**config.mk**
```make
export PLATFORM = sky130hd
export DESIGN_NAME = sign_mag_acc
export DESIGN_NICKNAME = d
export VERILOG_FILES = /design/src/rtl/sign_mag_acc.sv
export SDC_FILE = /design/constraint.sdc
export NUM_CORES = 1
export LEC_CHECK = 0
export ABC_AREA = 0
export BUFFER_PORTS_ARGS = -buffer_cell sky130_fd_sc_hd__clkbuf_2
export CAP_MARGIN = 20
export CORE_MARGIN = 1
export CORE_UTILIZATION = 45
export DETAILED_ROUTE_END_ITERATION = 10
export GPL_TIMING_DRIVEN = 0
export PLACE_DENSITY = 0.78
export SLEW_MARGIN = 20
export SYNTH_ARGS = -nofsm -noshare
export SYNTH_HDL_FRONTEND = slang
export SYNTH_SLANG_ARGS = --single-unit
```
**constraint.sdc**
```tcl
create_clock -name clk -period 2.1 [get_ports clk]
set_input_delay 0.105 -clock clk [delete_from_list [all_inputs] [get_ports clk]]
set_output_delay 0.105 -clock clk [all_outputs]
set_load 0.01 [all_outputs]
```
**src/rtl/sign_mag_acc.sv**
```systemverilog
// rtl/sign_mag_acc.sv - sequential sign-magnitude accumulator (accept / compare / add)
//
// Adds one sign-magnitude operand per handshake into a registered
// sign-magnitude running total. Each operand takes three states:
// IDLE (accept), CMP (order magnitudes, pick result sign), ADD (add or
// subtract magnitudes, write acc).
//
// Optional feature macro: SIGN_MAG_ACC_SAT_EN
//   defined     -> magnitude saturates to 2^(N-1)-1 on overflow
//   not defined -> magnitude wraps modulo 2^(N-1)
//
// Ports:
//   clk       rising-edge clock
//   reset     asynchronous active-high reset
//   clr       synchronous clear of acc/ovf/done, aborts any in-flight operand
//   in_valid  operand present on in_data
//   in_ready  high in IDLE, block can accept an operand
//   in_data   N-bit sign-magnitude operand (MSB = sign)
//   acc       N-bit sign-magnitude accumulated total, zero always stored as +0
//   done      one-cycle pulse when acc has just been updated
//   ovf       sticky magnitude-overflow flag

module sign_mag_acc #(
  parameter int N = 8
) (
  input  logic         clk,
  input  logic         reset,
  input  logic         clr,
  input  logic         in_valid,
  output logic         in_ready,
  input  logic [N-1:0] in_data,
  output logic [N-1:0] acc,
  output logic         done,
  output logic         ovf
);

  localparam int M = N - 1;

  typedef enum logic [1:0] {
    S_IDLE,
    S_CMP,
    S_ADD
  } state_t;

  state_t state, next_state;

  logic         op_sign;
  logic [M-1:0] op_mag;
  logic [M-1:0] max_mag;
  logic [M-1:0] min_mag;
  logic         res_sign;
  logic         same_sign;

  logic         accept;
  logic         acc_sign;
  logic [M-1:0] acc_mag;
  logic [N-1:0] sum;
  logic [M-1:0] diff;
  logic         add_ovf;
  logic [M-1:0] res_mag;

  assign acc_sign = acc[N-1];
  assign acc_mag  = acc[M-1:0];
  assign in_ready = (state == S_IDLE);
  assign accept   = in_valid && in_ready && !clr;

  always_ff @(posedge clk or posedge reset) begin
    if (reset) begin
      state <= S_IDLE;
    end else begin
      state <= next_state;
    end
  end

  always_comb begin
    next_state = state;
    if (clr) begin
      next_state = S_IDLE;
    end else begin
      case (state)
        S_IDLE:  if (in_valid) next_state = S_CMP;
        S_CMP:   next_state = S_ADD;
        S_ADD:   next_state = S_IDLE;
        default: next_state = S_IDLE;
      endcase
    end
  end

  // Magnitude arithmetic; the sum keeps one extra bit so the carry out of
  // the magnitude field is visible as the overflow indication.
  always_comb begin
    sum     = {1'b0, max_mag} + {1'b0, min_mag};
    diff    = max_mag - min_mag;
    add_ovf = same_sign && sum[M];
    res_mag = diff;
    if (same_sign) begin
`ifdef SIGN_MAG_ACC_SAT_EN
      res_mag = add_ovf ? {M{1'b1}} : sum[M-1:0];
`else
      res_mag = sum[M-1:0];
`endif
    end
  end

  always_ff @(posedge clk or posedge reset) begin
    if (reset) begin
      acc       <= '0;
      ovf       <= 1'b0;
      done      <= 1'b0;
      op_sign   <= 1'b0;
      op_mag    <= '0;
      max_mag   <= '0;
      min_mag   <= '0;
      res_sign  <= 1'b0;
      same_sign <= 1'b0;
    end else if (clr) begin
      acc  <= '0;
      ovf  <= 1'b0;
      done <= 1'b0;
    end else begin
      done <= 1'b0;
      if (accept) begin
        // -0 on the input is folded to +0 so it never flips the sign logic
        op_sign <= in_data[N-1] && (|in_data[M-1:0]);
        op_mag  <= in_data[M-1:0];
      end
      if (state == S_CMP) begin
        same_sign <= (acc_sign == op_sign);
        if (acc_mag >= op_mag) begin
          max_mag  <= acc_mag;
          min_mag  <= op_mag;
          res_sign <= acc_sign;
        end else begin
          max_mag  <= op_mag;
          min_mag  <= acc_mag;
          res_sign <= op_sign;
        end
      end
      if (state == S_ADD) begin
        // A zero magnitude (tie with opposite signs, or wrap to 0) is stored as +0
        acc  <= {res_sign && (|res_mag), res_mag};
        ovf  <= ovf || add_ovf;
        done <= 1'b1;
      end
    end
  end

endmodule
```
# --- Yosys cells after proc, flatten, opt, wreduce, memory -nomap -nowiden ---
# Cells that the tools add are included.
# W data, S select, Z words.
totals:
  reg_bits: 36
  inputBits: 12
  output_inout_bits: 11
  wordCells: 44
classes:
  n_addsub: 2
  order_cmp: 1
  n_eq_ne: 4
  mux: 13
  bitwise: 1
  n_reduce_logical: 13
ops:
  columns: ["cell", "count"]
  rows:
  - ["$mux W7", 3]
  - ["$mux W8", 2]
  - ["$reduce_or A7 Y1", 2]
  - ["$add A7 B7 Y8", 1]
  - ["$ge A7 B7 Y1", 1]
  - ["$sub A7 B7 Y7", 1]
  - ["$logic_and A1 B1 Y1", 5]
  - ["$mux W1", 5]
  - ["$mux W2", 2]
  - ["$pmux W2 S2", 1]
  - ["$reduce_and A2 Y1", 2]
  - ["$ne A3 B3 Y1 const B", 1]
  - ["$eq A2 B1 Y1 const B", 1]
  - ["$eq A2 B2 Y1 const B", 1]
  - ["$logic_not A2 Y1", 1]
  - ["$reduce_bool A2 Y1", 1]
  - ["$eq A1 B1 Y1", 1]
  - ["$logic_not A1 Y1", 1]
  - ["$logic_or A1 B1 Y1", 1]
  - ["$not A1 Y1", 1]

# --- Logic depth before layout (Yosys ltp) ---
logic_depth:
  word_depth: 6
  depth_mapped: 10
  depth_no_buf: 10

# --- Worst setup path after synthesis ---
# Ideal clock, no wire load.
synth_path:
  kind: "register to register"
  start: "register max_mag[0]"
  end: "register acc[7]"
  setup_ns: 0.132
  t_arrival_ns: 2.137
  t_required_ns: 1.968
  slack_ns: -0.169
  stages_incl_launch_ff: 9
  n_path_buf: 0
  synth_period_minus_slack_ns: 2.269
  cell_sequence: "dfrtp_1 ha_1 fa_1 nor3b_2 nor3_2 nor4b_1 or4_4 a211oi_2 o211ai_1"
synth_via:
  elab_chain_cells: 6
  elab_cells_between_ends: 7
  cone_classes: "2 x add/sub; 3 x mux; 2 x reduce/logical"
synth_lines:
  columns: ["element", "line", "text"]
  rows:
  - ["from (decl)", "49", "logic [M-1:0] max_mag;"]
  - ["from (signal assigned)", "130", "max_mag <= acc_mag;"]
  - ["from (signal assigned)", "134", "max_mag <= op_mag;"]
  - ["$sub A7 B7 Y7 or $add A7 B7 Y8 (tied branches)", "93, 92", null]
  - ["$mux W7 *", "96", "if (same_sign) begin"]
  - ["$reduce_or A7 Y1 *", "141", "acc <= {res_sign && (|res_mag), res_mag};"]
  - ["$logic_and A1 B1 Y1 *", "141", null]
  - ["$mux W8 *", "139", "if (state == S_ADD) begin"]
  - ["$mux W8 *", "116", "end else if (clr) begin"]
  - ["to (signal assigned)", "141", null]
  - ["to (decl)", "32", "output logic [N-1:0] acc,"]
# Every way passes the cells marked *; elsewhere a longest branch is shown, timed or not. The select of a mux whose other input is x is not followed.
# A chain may end at the register's enable or synchronous reset.

# --- Worst setup path in the final report ---
layout_path:
  start: "register min_mag[0]"
  end: "register acc[7]"
layout_via:
  elab_chain_cells: 6
  elab_cells_between_ends: 7
  cone_classes: "2 x add/sub; 3 x mux; 2 x reduce/logical"
layout_lines:
  columns: ["element", "line", "text"]
  rows:
  - ["from (decl)", "50", "logic [M-1:0] min_mag;"]
  - ["from (signal assigned)", "131", "min_mag <= op_mag;"]
  - ["from (signal assigned)", "135", "min_mag <= acc_mag;"]
  - ["$sub A7 B7 Y7 or $add A7 B7 Y8 (tied branches)", "93, 92", null]
  - ["$mux W7 *", "96", null]
  - ["$reduce_or A7 Y1 *", "141", null]
  - ["$logic_and A1 B1 Y1 *", "141", null]
  - ["$mux W8 *", "139", null]
  - ["$mux W8 *", "116", null]
# Marked as above.

==> metrics.txt <==
outcome=finished with violations; violated checks=negative setup slack; Crit. End Element=flip-flop; I/O pins=23; ANT cells=0; DRC=0; Detail Route Antenna Nets=0; H-Tree Depth=2; Syn Area/Cell=9.46 um2; Layout area overhead=17.4%; unrepaired setup endpoints after global routing=true; top_reg_cell synth=dfrtp_1; maximum fanout along the worst path=3; layout cell share with drive strength beyond 1=21.1%; core footprint=4850 um2; # setup viols final=4; RD Place Congestion=0.795; first-pass GRT wire length=8690 um; DP Wirelength=3910 um; Syn Nets=279; maximum clock path buffer count=2; Post-synth EDFFs=0; total gr overflow=0; CTS root buf=clkbuf_8; Hold Crit Class=input pin to flip-flop; Num Clock Sinks=36; Syn Inst Count=245; fin area=2720 um2; WL final=5280 um; warnings from Yosys=0; slowest CP cell=or4_4; worst reg2reg path depth=8; unique cell type count in the Yosys netlist=47; largest net degree at the start of global routing=37; Slew Limit Headroom=50.7%; Peak VDD IR=0.000652 V; Critical Path Sink=acc[7]; Final nets=312; CTS Buf Count=5; initial antenna violation count=0; die area=5440 um2; crit path DAT=2.47 ns; DRT Pass-1 Iters=5; leakage power=1.22 nW; WL/cell=15.3 um; max-cap violation count=0; Starting Density=47.8%; Fmax=434 MHz; Util after Layout=56.1%; flop and latch count out of synthesis=36; RR Endpoint=acc[7]; PD cells=1130 nW/um2; hold slack=0.0361 ns; setup ws final=-0.203 ns; Port Buffers=21; Worst-path clk slew=0.07 ns; Die Span X=73.8 um; CP startpoint=min_mag[0]; commonest non-fill, non-tap cell in the layout=dfrtp_1; worst r2r src=min_mag[0]; most frequent cells in the layout=35 x dfrtp_1, 24 x a21oi_1, 22 x nor2_1; crit path time final=2.30 ns; flop-to-flop setup slack=-0.20 ns; CP Launch Type=flip-flop; Async S/R FF share, synth=100%; TNS Setup=-0.377 ns; Final Max Tran Viols=0; Die Y=73.8 um; critical path's largest stage delay=0.53 ns; via count=1878; critical path required time=2.27 ns; Area after DPL=2520 um2; DR vias/cell=5.43; Synth Cell Area=2320 um2; row count=25; vias in the first global route=1885; worst hold start=in_data[1]; Worst-Skew Late Latency=0.29 ns; Final period util=110%; cells along the critical path=ha_2 -> fa_2 -> nor3b_4 -> nor3_2 -> nor4b_2 -> or4_4 -> a211oi_2 -> o211ai_1; Setup Skew=0.00327 ns; Starting DRT DRC Count=92; Hold Vio Cnt, Final=0; TritonCTS clock tree=done; register area share after synthesis=38.9%; WS Path Type=flip-flop to flip-flop; Slew @ Worst Pin=0.738 ns; GRT Overall Usage=21.6%
==> how the worst min path moves through the flow <==
| stage | end | slack [ns] | cells after the start |
|---|---|---|---|
| after floorplan | op_mag[1] | 0.22 | 2 |
| after global placement | op_mag[3] | 0.33 | 3 |
| after detailed placement | state[1] | 0.26 | 2 |
| after CTS | op_mag[1] | 0.04 | 3 |
| after global routing | op_mag[3] | 0.06 | 3 |
| final | op_mag[1] | 0.04 | 3 |
==> Yosys cell counts, types with 2 or more instances <==
cell type   n  area (um2)
a211oi_1    3        22.5
a21o_1      2        15.0
a21oi_1    25         125
and4_1      2        17.5
buf_2       2        10.0
buf_4       2        15.0
clkbuf_1    7        26.3
dfrtp_1    36         901
fa_1        2        40.0
ha_1       20         250
inv_1      20        75.1
mux2_2      2        22.5
mux2i_1    17         170
nand2_1    16        60.1
nand2b_1    2        12.5
nand3_1     7        35.0
nand3b_1    2        15.0
nand4_1     3        18.8
nor2_1     22        82.6
nor2b_1     4        25.0
nor3_1      4        20.0
nor3_2      2        20.0
nor3b_1     3        22.5
nor4b_1     2        17.5
o21a_1      3        22.5
o21ai_0    11        55.1
o31ai_1     4        30.0
==> stage by stage <==
step	total power, W	worst slack (ns)	instances
detailed placement	0.00231	-0.236	333
finish	0.00307	-0.203	346
CTS	0.00298	-0.185	343
global route	0.00328	-0.257	346
floorplan	0.00199	-0.0462	245
global placement	0.00225	-0.185	333
==> critical path, delay by kind of cell, from the launching register on <==
kind	cells	cell delay [ns]
simple gates	4	0.91
flops	1	0.41
compound gates	2	0.30
fa+ha+maj	2	0.56
==> metal layers <==
metal	routed length (um)	GRT usage, %	vias to the layer above
met5	0	0	-
met4	65	7.48	0
met3	136	3.84	11
met2	2750	39.1	38
met1	2330	25.5	901
li1	-	-	928
==> layout make-up <==
type	count	area, um2
fillers	433	2130
plain buffers	13	66.3
clock inverters	3	42.5
flip-flops and latches	36	902
repair buffers	26	145
inverters	20	75.1
multi-input cells	176	1340
well taps	67	83.8
clock buffers	5	68.8
==> cells by family after synthesis <==
family | share of synthesized area, %
fa+ha+maj | 12.5
xor+xnor | 0.756
flops | 38.9
mux | 8.32
buf+inv | 6.10
simple gates | 17.8
compound gates | 15.7
==> state kept, by name (all words and copies together), names as in the netlist <==
signal,flops
acc,8
done,1
max_mag,7
min_mag,7
op_mag,7
op_sign,1
ovf,1
res_sign,1
same_sign,1
state,2
==> repair_timing <==
| action | CTS | global route |
|---|---|---|
| hold endpoints to repair | 36 | 0 |
| hold buffers | 1 | 0 |
| endpoints found under the setup margin | 14 | 6 |
| pin swaps | 1 | 3 |
| buffers inserted | 1 | 3 |
| resized for setup | 3 | 7 |
==> report_power, final <==
part / leakage (nW) / switching (W) / internal, W
Clock: 0.0541 / 0.000260 / 0.000351
Combinational: 0.720 / 0.000860 / 0.000643
Sequential: 0.445 / 0.000127 / 0.000830
No activity file was read; power rests on OpenSTA's default activity.
